**src/rtl/xor_stream_accum.sv**
```systemverilog
// -----------------------------------------------------------------------------
// xor_stream_accum
//
// Frame checksum / parity checker. Accumulates the bitwise XOR of a stream of
// WIDTH-bit words, frame by frame (frames end on in_last), and presents one
// registered result per frame through a valid/ready output. Frames longer than
// MAX_LEN beats are cut at MAX_LEN, flagged as overflowed, and their tail is
// swallowed without producing a second result.
//
// Ports:
//   clk          rising-edge clock
//   rst_n        asynchronous active-low reset
//   clr          synchronous clear, abandons current frame and result
//   in_valid     input beat valid
//   in_ready     block can take an input beat (depends on state only)
//   in_data      input word
//   in_last      final beat of frame (sampled on accepted beats only)
//   out_valid    result valid
//   out_ready    downstream accepts result
//   out_xor      XOR of all accumulated beats
//   out_parity   XOR-reduction of out_xor (1 = odd number of ones)
//   out_count    beats accumulated (1..MAX_LEN)
//   out_overflow frame exceeded MAX_LEN; result covers first MAX_LEN beats
// -----------------------------------------------------------------------------
module xor_stream_accum #(
  parameter int WIDTH   = 8,
  parameter int MAX_LEN = 16,
  localparam int CNT_W  = $clog2(MAX_LEN + 1)
) (
  input  logic             clk,
  input  logic             rst_n,
  input  logic             clr,
  input  logic             in_valid,
  output logic             in_ready,
  input  logic [WIDTH-1:0] in_data,
  input  logic             in_last,
  output logic             out_valid,
  input  logic             out_ready,
  output logic [WIDTH-1:0] out_xor,
  output logic             out_parity,
  output logic [CNT_W-1:0] out_count,
  output logic             out_overflow
);

  typedef enum logic [1:0] {
    ACC  = 2'd0,
    DONE = 2'd1,
    DROP = 2'd2
  } state_t;

  localparam logic [CNT_W-1:0] MAX_CNT = CNT_W'(MAX_LEN);

  state_t           state_q;
  state_t           state_d;
  logic [WIDTH-1:0] acc_q;
  logic [CNT_W-1:0] cnt_q;

  logic             beat;
  logic             handshake;
  logic [WIDTH-1:0] acc_next;
  logic [CNT_W-1:0] cnt_inc;
  logic             at_max;
  logic             closing;

  assign beat      = in_valid & in_ready;
  assign handshake = out_valid & out_ready;
  assign acc_next  = acc_q ^ in_data;
  // cnt_q never exceeds MAX_LEN-1 while accumulating, so the increment
  // always fits in CNT_W bits.
  assign cnt_inc   = cnt_q + 1'b1;
  assign at_max    = (cnt_inc == MAX_CNT);
  // A beat closes the frame either because the producer says so or because
  // the accumulator has reached its beat budget.
  assign closing   = in_last | at_max;

  // State register.
  always_ff @(posedge clk or negedge rst_n) begin
    if (!rst_n) begin
      state_q <= ACC;
    end else begin
      state_q <= state_d;
    end
  end

  // Next-state logic and handshake outputs. After an overflowed result is
  // taken, the machine goes to DROP to eat the rest of the oversized frame
  // so that its tail is not mistaken for the start of a new frame. clr wins
  // over every transition.
  always_comb begin
    state_d   = state_q;
    in_ready  = 1'b0;
    out_valid = 1'b0;
    case (state_q)
      ACC: begin
        in_ready = 1'b1;
        if (beat && closing) begin
          state_d = DONE;
        end
      end
      DONE: begin
        out_valid = 1'b1;
        if (out_ready) begin
          state_d = out_overflow ? DROP : ACC;
        end
      end
      DROP: begin
        in_ready = 1'b1;
        if (beat && in_last) begin
          state_d = ACC;
        end
      end
      default: begin
        state_d = ACC;
      end
    endcase
    if (clr) begin
      state_d = ACC;
    end
  end

  // Accumulator, beat counter and result registers. The result registers
  // are loaded only on the closing beat and otherwise hold, so the last
  // result stays visible after out_valid drops. The accumulator is cleared
  // when the result is handed off rather than on the closing beat.
  always_ff @(posedge clk or negedge rst_n) begin
    if (!rst_n) begin
      acc_q        <= '0;
      cnt_q        <= '0;
      out_xor      <= '0;
      out_parity   <= 1'b0;
      out_count    <= '0;
      out_overflow <= 1'b0;
    end else if (clr) begin
      acc_q        <= '0;
      cnt_q        <= '0;
      out_xor      <= '0;
      out_parity   <= 1'b0;
      out_count    <= '0;
      out_overflow <= 1'b0;
    end else begin
      case (state_q)
        ACC: begin
          if (beat) begin
            acc_q <= acc_next;
            cnt_q <= cnt_inc;
            if (closing) begin
              out_xor      <= acc_next;
              out_parity   <= ^acc_next;
              out_count    <= cnt_inc;
              out_overflow <= ~in_last & at_max;
            end
          end
        end
        DONE: begin
          if (handshake) begin
            acc_q <= '0;
            cnt_q <= '0;
          end
        end
        default: begin
        end
      endcase
    end
  end

endmodule

```
**config.mk**
```make
export PLATFORM = sky130hd
export DESIGN_NAME = xor_stream_accum
export DESIGN_NICKNAME = d
export VERILOG_FILES = /design/src/rtl/xor_stream_accum.sv
export SDC_FILE = /design/constraint.sdc
export NUM_CORES = 1
export LEC_CHECK = 0
export ABC_AREA = 1
export BUFFER_PORTS_ARGS = -buffer_cell sky130_fd_sc_hd__buf_4
export CAP_MARGIN = 10
export CORE_MARGIN = 3
export CORE_UTILIZATION = 40
export CTS_CLUSTER_DIAMETER = 150
export CTS_CLUSTER_SIZE = 30
export DETAILED_ROUTE_END_ITERATION = 7
export SLEW_MARGIN = 20
export SYNTH_ARGS = -nofsm -noshare
export SYNTH_HDL_FRONTEND = slang
export SYNTH_SLANG_ARGS = --single-unit
```
**constraint.sdc**
```tcl
create_clock -name clk -period 2.5 [get_ports clk]
set_clock_uncertainty 0.15 [all_clocks]
set_input_delay 0.25 -clock clk [delete_from_list [all_inputs] [get_ports clk]]
set_output_delay 0.25 -clock clk [all_outputs]
set_load 0.02 [all_outputs]
```
==> results of run 1 <==
[how the worst min path moves through the flow]
stage / start / endpoint / slack, ps
floorplan: rst_n / acc_q[0] / -200
global placement: rst_n / out_count[3] / 50
detailed placement: rst_n / out_count[3] / 50
CTS: in_last / out_overflow / 80
global route: in_last / out_overflow / 120
finish: in_last / out_overflow / 90
[worst reg2reg max path, delay by kind of cell (launching register included)]
kind	cells	cell delay (ps)
and+or+nand+nor	8	900
DFF	1	380
adders and majority gates	1	220
buffers and inverters	1	70
[flip-flops by register name (all words and copies together), names as in the netlist]
signal and cells:
out_parity 1, cnt_q 5, acc_q 8, out_count 5, state_q 2, out_overflow 1
out_xor 8
[cell usage after synthesis, types with 2 or more instances]
library cell / n / area, sq um
xnor2_1: 2 / 17.5
dfrtp_1: 30 / 751
o22ai_1: 9 / 56.3
buf_4: 2 / 15.0
nor2_1: 13 / 48.8
nand3_1: 6 / 30.0
nand2_1: 118 / 443
inv_1: 34 / 128
nand4_1: 3 / 18.8
nand2_2: 5 / 31.3
o21ai_0: 5 / 25.0
xor2_1: 2 / 17.5
nand3_2: 3 / 30.0
[layout make-up]
class | count | area (sq um)
inverter | 36 | 136
fill | 415 | 2010
timing repair buffer | 32 | 243
clock buffer | 7 | 76.3
tap | 50 | 62.6
sequential | 30 | 751
multi-input combinational | 172 | 783
[timing repair]
action                    4_1_cts  5_1_grt
setup buffers                   0        0
hold buffers                    1        0
hold endpoints to repair       30        0
[per-layer routing]
layer,global-route usage [%],share of wire (%)
met5,0,0
met2,25.8,45
met4,5.64,1.5
met1,21.0,48
met3,3.55,5.4
[cell families (layout without fill, tap and decap cells)]
group,Yosys count,in the layout,synth area share [%]
AOI/OAI and AO/OA,16,16,5.97
xor gates and xnor gates,4,4,2.07
adders and majority gates,1,1,0.737
buffers and inverters,39,75,9.59
DFF,30,30,44.2
muxes,1,1,0.590
and+or+nand+nor,150,150,36.8
[power breakdown]
part,switching [mW],internal (mW)
registers,0.0228,0.518
clock network,0.165,0.191
logic,0.165,0.0983
total,0.353,0.807
[per-stage QoR]
step                utilization, %  total power [mW]
global placement              48.4             0.812
CTS                           50.6              1.18
floorplan                        -             0.723
detailed placement            48.4             0.814
global route                  50.6              1.25
finish                        50.6              1.16
==> impl_metrics.json, run 1 <==
{
  "outcome": "complete, no violations",
  "track_usage_pct": 15.9,
  "setup_tns_ps": 0,
  "grt_pass1_vias": 1470,
  "r2r_start": "cnt_q[1]",
  "grt-ovfl-total": 0,
  "finalCritPeriodShare_pct": 72.9,
  "holdWs_ps": 92.2,
  "r2r_slack_ps": 680,
  "num_antenna_cells": 0,
  "final_cell_count_no_fill": 327,
  "clk_pin_slew_worst_paths_ps": 60,
  "place_congestion": 0.764,
  "end_kind": "flip-flop",
  "path_depth": 10,
  "nNetsFinal": 292,
  "fin_crit_ps": 1820,
  "port_buffers": 30,
  "drt_iter0_drc": 97,
  "slew_headroom_pct": 65.0,
  "routed_wl_mm": 3.49,
  "antenna_found_initial": 0,
  "r2r-end": "out_xor[7]",
  "via_per_inst": 4.61,
  "dieArea_sq_um": 5060,
  "layout_common_cells": "nand2_1 (118), inv_1 (34), buf_4 (31), dfrtp_1 (30), nor2_1 (13)",
  "worstPathArrival_ps": 1830,
  "ant_nets": 0,
  "cp.buffers_inverters": 1,
  "grt_pass1_wl_mm": 6.38,
  "synth_nets": 256,
  "endpoint": "out_xor[7]",
  "dpl_cell_area_sq_um": 1970,
  "core-area_sq_um": 4060,
  "cp_top_family": "simple AND/OR/NAND/NOR gates",
  "io_pins": 31,
  "synth_ff_type": "dfrtp_1",
  "clk-insertion-delay-late_ps": 280,
  "die_x_microns": 71.1,
  "max_cap_viol_count": 0,
  "max_stage_delay_ps": 380,
  "place_ws_ps": 659,
  "rr_worst_depth": 10,
  "die_y_microns": 71.1,
  "crit_chain": "ha_1 > nand2_2 > clkinv_2 > nand3_2 > nand2_2 > nand3_2 > nand3_1 > nand3_2 > nand2_1 > nand2_1",
  "cts_buffers": 5,
  "start_util_pct": 41.8,
  "startpoint_type": "flip-flop",
  "final_common_cell": "nand2_1",
  "synthToLayoutAreaGrowth_pct": 20.9,
  "max_freq_ghz": 0.548,
  "drc": 0,
  "crit_top_cell": "nand3_2",
  "cts_sinks": 30,
  "worst_slew_pin_slew_ps": 523,
  "yosysWarningCount": 0,
  "syn_area_sq_um": 1700,
  "postSynth.asyncResetShare_pct": 100,
  "post-dp-hpwl_mm": 2.56,
  "cp.required_ps": 2510,
  "setup_viol": 0,
  "cts-root-buf": "clkbuf_8",
  "grt_max_degree": 31,
  "slew_violations": 0,
  "fin_area_sq_um": 2050,
  "finalHoldViolations": 0,
  "synth_seq_cells": 30,
  "ys_types": 22,
  "ys_seq_area_share_pct": 44.2,
  "final.setup.worst_slack_ps": 676,
  "min_path_type": "primary input to flip-flop",
  "via_count": 1509,
  "worst-setup-path-type": "flip-flop to flip-flop",
  "h-tree-depth": 2,
  "rsz0062_at_grt": "no",
  "startpoint": "cnt_q[1]",
  "cts_tree": "done",
  "min_path_cells": 4,
  "dp.cells": 319,
  "routedWlPerCell_microns": 10.7,
  "drive_gt1_share_pct": 17.7,
  "leakagePower_nw": 1.19,
  "synth_edf_count": 0,
  "postSynthAreaPerCell_sq_um": 7.04,
  "first_pass_iters": 4,
  "power.density_nw_per_um2": 565,
  "slowest_stage": "dfrtp_1",
  "peakVddDrop_v": 0.000313,
  "core.rowCount": 23,
  "cts_resized": 0,
  "path_max_fanout": 15,
  "clockBufferDepth": 2,
  "synthCells": 241
}
Power figures use the tool's default switching activity.
==> run 2, diff against run 1 <==
Settings changed: ABC_AREA 1 to 0.
Clock period 2.5 ns to 1.7 ns, I/O delays scaled along.
==> run 2 against run 1 <==
Effect of this change:
- the flow now finishes with violations (setup timing)
- synthesized cell count is 34% lower
- via count fell by 7.0%
- area after synthesis down 9.3%
- worst hold slack got worse by 82 ps
- sequential share of layout area is 1.2 points lower
- non-clock buffer count grew 15
- clock-buffer cell count fell by 1
- final area grew 3.5%
- routed wire length rose by 15%
- critical path type unchanged
- critical endpoint is now out_parity
- largest power group unchanged
- highest routed layer unchanged
==> impl_metrics.json, run 2 <==
{
  "via_count": 1404,
  "swShare_pct": 30.4,
  "worstPathArrival_ps": 1740,
  "synth_top_area_share_pct": 48.8,
  "synth_seq_cells": 30,
  "layout_common_cells": "buf_4 (40), dfrtp_1 (29), o21ai_0 (23), xnor2_1 (16), nand2_1 (13)",
  "rsz0062_at_grt": "yes",
  "grt_pass1_vias": 1308,
  "max_stage_delay_ps": 420,
  "r2r-end": "out_parity",
  "core-area_sq_um": 3520,
  "net-switching-power_mw": 0.572,
  "die_x_microns": 68.0,
  "io_pins": 31,
  "pwr-share-clk_pct": 32.0,
  "routedWlPerCell_microns": 16.1,
  "cts_tree": "done",
  "track_usage_pct": 17.5,
  "synth_ff_type": "dfrtp_1",
  "port_buffers": 30,
  "clk_pin_slew_worst_paths_ps": 70,
  "clk-insertion-delay-late_ps": 280,
  "startpoint_type": "flip-flop",
  "start_util_pct": 43.7,
  "grt_pass1_wl_mm": 5.94,
  "synth_nets": 175,
  "postSynthAreaPerCell_sq_um": 9.62,
  "ys_types": 27,
  "h-tree-depth": 2,
  "cp.required_ps": 1690,
  "nNetsFinal": 218,
  "first_pass_iters": 4,
  "finalHoldViolations": 0,
  "slowest_stage": "dfrtp_1",
  "dieArea_sq_um": 4630,
  "worst_slew_pin_slew_ps": 389,
  "power_frac_comb_pct": 25.0,
  "r2r_start": "cnt_q[3]",
  "num_antenna_cells": 0,
  "peakVddDrop_v": 0.000705,
  "ant_nets": 0,
  "path_max_fanout": 7,
  "synth.most_common_cell": "dfrtp_1",
  "slew_headroom_pct": 74.1,
  "hold_start": "in_data[3]",
  "min_path_cells": 3,
  "cp_top_family": "compound AO/OA/AOI/OAI gates",
  "max_cap_viol_count": 0,
  "min_path_type": "primary input to flip-flop",
  "final_common_cell": "buf_4",
  "cts-root-buf": "clkbuf_8",
  "max_freq_ghz": 0.572,
  "finalCritPeriodShare_pct": 103,
  "ys_seq_area_share_pct": 48.8,
  "grt_max_degree": 31,
  "postSynth.asyncResetShare_pct": 100,
  "post-dp-hpwl_mm": 2.52,
  "end_kind": "flip-flop",
  "hold_end": "acc_q[3]",
  "worst-setup-path-type": "flip-flop to flip-flop",
  "routed_wl_mm": 4.01,
  "fin_crit_ps": 1750,
  "drc": 0,
  "power_mw": 1.88,
  "cp.buffers_inverters": 1,
  "drt_iter0_drc": 87,
  "clockBufferDepth": 2,
  "p_int_mw": 1.31,
  "r2r_slack_ps": -50,
  "via_per_inst": 5.62,
  "syn_area_sq_um": 1540,
  "cts_buffers": 5,
  "power.density_nw_per_um2": 886,
  "yosysWarningCount": 0,
  "cts_sinks": 30,
  "setup_viol": 12,
  "core.rowCount": 21,
  "die_y_microns": 68.0,
  "setup_tns_ps": -333,
  "synthToLayoutAreaGrowth_pct": 38.0,
  "final.setup.worst_slack_ps": -48.4,
  "antenna_found_initial": 0,
  "synthCells": 160,
  "place_congestion": 0.736,
  "rr_worst_depth": 6,
  "synth_commonest_cells": "dfrtp_1 (30), o21ai_0 (24), a21oi_1 (19)",
  "largestRegisters": "acc_q x8, out_xor x8",
  "slew_violations": 0,
  "fillers": 323,
  "synth_edf_count": 0,
  "crit_chain": "nor2b_4 > a32o_2 > a31o_4 > buf_12 > a21oi_1 > a311oi_1",
  "synth_area_leaders": "dfrtp_1 (49%), xnor2_1 (9.1%), o21ai_0 (7.8%)",
  "post_cts_buffers": 0,
  "grt-ovfl-total": 0,
  "synth_area_leader_cell": "dfrtp_1",
  "outcome": "complete, but fails checks",
  "violations": "setup timing",
  "drive_gt1_share_pct": 35.8,
  "seq_power_share_pct": 43.0,
  "leakagePower_nw": 0.908
}
==> run 2: cell count changes in the layout (fill, tap and decap cells not counted), sizes merged, moves of 4 or more <==
cell | previous run | this run
o21ai | 5 | 24
o22ai | 9 | 0
xnor2 | 2 | 16
inv | 35 | 2
a21oi | 0 | 19
buf | 31 | 44
nand3 | 9 | 5
a311oi | 0 | 12
nand2 | 124 | 13
==> run 2: stage by stage <==
stage	setup WS (ps)	instances	cell area [sq um]	util (%)	hold slack (ps)
2_1_floorplan	20.4	160	1540	-	-276
6_report	-48.4	250	2120	60.3	10.3
3_3_place_gp	59.1	237	1860	52.8	-27.2
3_5_place_dp	-34.5	237	1860	52.8	-27.3
4_1_cts	-25.5	246	1960	55.8	7.61
5_1_grt	-119	250	2120	60.3	6.65
==> run 2: final cells by class <==
type                       instances  area, sq um  area share [%]
tap                               46         57.6            2.71
inverter                           2         7.51           0.354
clock buffer                       6         82.6            3.89
clock inverter                     2         12.5           0.589
multi-input combinational        117          803            37.8
timing repair buffer              47          408            19.2
sequential                        30          752            35.4
==> run 2: per-layer routing <==
metal	part of all wire, %	track usage [%]
met4	1.1	6.45
met1	45	21.5
met2	48	28.6
met5	0	0
met3	5.0	5.58
==> run 2: how the worst max path moves through the flow <==
stage,slack (ps),to,from,depth (start not counted)
after detailed placement,-30,out_xor[7],cnt_q[4],6
after CTS,-30,out_xor[1],cnt_q[4],6
after global placement,60,out_count[3],cnt_q[4],6
final,-50,out_parity,cnt_q[3],6
after floorplan,20,out_count[2],cnt_q[3],7
after global routing,-120,out_parity,cnt_q[3],6
==> run 2: cell families after synthesis <==
family | synth area share [%]
fa+ha+maj | 0.813
simple gates | 11.0
compound gates | 23.7
mux | 0.732
flops | 48.8
buf+inv | 4.80
xor+xnor | 10.2
==> run 2: power by group through the flow <==
stage	Sequential [mW]	Clock, mW	Combinational, mW
6_report	0.809	0.602	0.469
2_1_floorplan	0.840	0	0.239
4_1_cts	0.805	0.608	0.422
3_5_place_dp	0.818	0	0.415
3_3_place_gp	0.814	0	0.408
5_1_grt	0.816	0.654	0.510
==> run 2: worst min-delay path: cells and delay by family <==
kind / cells / cell delay [ps]
compound gates: 1 / 60
buf+inv: 1 / 120
simple gates: 1 / 50
==> run 2: what timing repair did <==
item                       4_1_cts  5_1_grt
resized for setup                0       22
cloned                           0        4
setup endpoints to repair        8       22
hold buffers                     1        0
pin swaps                        1        4
hold endpoints to repair        30        0
==> run 3, diff against run 2 <==
Settings changed: CORE_UTILIZATION 40 to 30, TNS_END_PERCENT set to 5.
==> run 3 against run 2 <==
Effect of this change:
- final cell count is 11% higher
- global-route usage is 3.9 points lower
- worst hold slack worse by 10 ps
- flip-flop and latch count stayed put
- total power is 3.2% higher
- non-clock buffer count is 7 higher
- highest routed layer unchanged
- the run ends with hold timing, setup timing left
- combinational power is 10% higher
- routed wire length is 2.8% higher
- register-to-register slack better by 30 ps
- via count is 0.14% lower
==> impl_metrics.json, run 3 (synthesis results as in run 2) <==
{
  "final_common_cell": "buf_4",
  "slew_headroom_pct": 73.6,
  "dieArea_sq_um": 6030,
  "post-dp-hpwl_mm": 2.46,
  "slew_violations": 0,
  "min_path_cells": 3,
  "power.density_nw_per_um2": 848,
  "power_frac_comb_pct": 26.6,
  "pwr-share-clk_pct": 31.4,
  "core-area_sq_um": 4850,
  "cts_tree": "done",
  "max_freq_ghz": 0.583,
  "multiInputGateArea_sq_um": 906,
  "finalCritPeriodShare_pct": 101,
  "ant_nets": 0,
  "h-tree-depth": 2,
  "p_int_mw": 1.34,
  "grt-ovfl-total": 0,
  "swShare_pct": 31.1,
  "holdWs_ps": -0.102,
  "antenna_found_initial": 0,
  "startpoint_type": "flip-flop",
  "first_pass_iters": 4,
  "clk_pin_slew_worst_paths_ps": 70,
  "rr_worst_depth": 6,
  "peakVddDrop_v": 0.000365,
  "synthToLayoutAreaGrowth_pct": 48.7,
  "outcome": "complete, but fails checks",
  "final_cell_count_no_fill": 278,
  "dp.cells": 259,
  "clockBufferDepth": 2,
  "cts_sinks": 30,
  "die_y_microns": 77.6,
  "worstPathArrival_ps": 1720,
  "leakagePower_nw": 0.966,
  "fin_crit_ps": 1720,
  "fin_area_sq_um": 2290,
  "met1_usage_pct": 17.4,
  "drive_gt1_share_pct": 43.6,
  "finalHoldViolations": 1,
  "port_buffers": 30,
  "min_path_type": "primary input to flip-flop",
  "start_util_pct": 31.7,
  "clk-insertion-delay-late_ps": 290,
  "setup_tns_ps": -23.5,
  "core.rowCount": 25,
  "cts-root-buf": "clkbuf_8",
  "power_mw": 1.94,
  "routedWlPerCell_microns": 14.8,
  "net-switching-power_mw": 0.603,
  "seq_power_share_pct": 41.9,
  "cts_buffers": 5,
  "layout_common_cells": "buf_4 (41), dfrtp_1 (30), o21ai_0 (16), nand2_1 (13)",
  "top_usage_layer": "met2",
  "violations": "hold timing, setup timing",
  "routed_wl_mm": 4.13,
  "rsz0062_at_grt": "yes",
  "end_kind": "flip-flop",
  "setup_viol": 3,
  "cp.required_ps": 1710,
  "largestRegisters": "acc_q x8, out_xor x8",
  "place_congestion": 0.738,
  "worst-setup-path-type": "flip-flop to flip-flop",
  "worst_slew_pin_slew_ps": 396,
  "dpl_cell_area_sq_um": 1890,
  "track_usage_pct": 13.6,
  "grt_pass1_vias": 1337,
  "nNetsFinal": 225,
  "fillers": 446,
  "path_max_fanout": 9,
  "place_ws_ps": 11.1,
  "via_count": 1402,
  "grt_pass1_wl_mm": 6.40,
  "grtUsageMet3_pct": 3.71,
  "grt_max_degree": 31,
  "drc": 0,
  "drt_iter0_drc": 91,
  "die_x_microns": 77.6,
  "max_cap_viol_count": 0,
  "via_per_inst": 5.04,
  "use_met2_pct": 20.6,
  "num_antenna_cells": 0,
  "layout.area.seq_sq_um": 751,
  "final.setup.worst_slack_ps": -15.8,
  "io_pins": 31
}
==> run 3: what timing repair did <==
| item | in CTS | in global routing |
|---|---|---|
| hold buffers | 6 | 0 |
| setup buffers | 0 | 2 |
| hold endpoints to repair | 37 | 0 |
| resized for setup | 2 | 50 |
| pin swaps | 0 | 3 |
| gates cloned | 0 | 3 |
| setup endpoints to repair | 1 | 25 |
==> run 3: through the flow <==
| stage | hold slack, ps | utilization, % |
|---|---|---|
| 3_3_place_gp | -23.3 | 39.0 |
| 2_1_floorplan | -276 | - |
| 5_1_grt | 3.06 | 47.2 |
| 4_1_cts | 2.73 | 42.4 |
| 6_report | -0.102 | 47.2 |
| 3_5_place_dp | -21.1 | 39.0 |
==> run 3: path summary, 6_finish.rpt <==
| check | from | endpoint | slack [ps] |
|---|---|---|---|
| worst max-delay path | cnt_q[3] | out_xor[5] | -20 |
| worst min-delay path | in_data[1] | acc_q[1] | -0.1 |
| worst max register to register | cnt_q[3] | out_xor[5] | -20 |
| worst min register to register | acc_q[4] | acc_q[4] | 350 |
| max in group asynchronous | rst_n | out_count[3] | 910 |
| min in group asynchronous | rst_n | out_overflow | 200 |
==> run 3: metal layers <==
| layer | share of wire, % | wire [microns] |
|---|---|---|
| met1 | 45 | 1860 |
| met2 | 49 | 2030 |
| met3 | 3.4 | 139 |
| met4 | 2.2 | 89 |
| met5 | 0 | 0 |
==> run 3: critical path: stages, from the launching register on <==
cell	delay [ps]
dfrtp_1	400
nor2b_1	140
a32o_2	280
a31o_4	250
buf_6	160
a21oi_2	140
a311oi_2	60
==> run 3: layout make-up <==
| cell class | instances | area share (%) |
|---|---|---|
| Timing Repair Buffer | 54 | 19.5 |
| Multi-Input combinational cell | 117 | 39.6 |
| Clock inverter | 2 | 0.547 |
| Tap cell | 67 | 3.66 |
| Sequential cell | 30 | 32.8 |
| Inverter | 2 | 0.328 |
| Clock buffer | 6 | 3.61 |
==> run 3: power by group through the flow <==
stage | Sequential, mW | Combinational, mW | Clock (mW)
finish | 0.814 | 0.516 | 0.610
global route | 0.822 | 0.560 | 0.656
CTS | 0.805 | 0.434 | 0.625
detailed placement | 0.817 | 0.417 | 0
global placement | 0.816 | 0.413 | 0
floorplan | 0.840 | 0.239 | 0
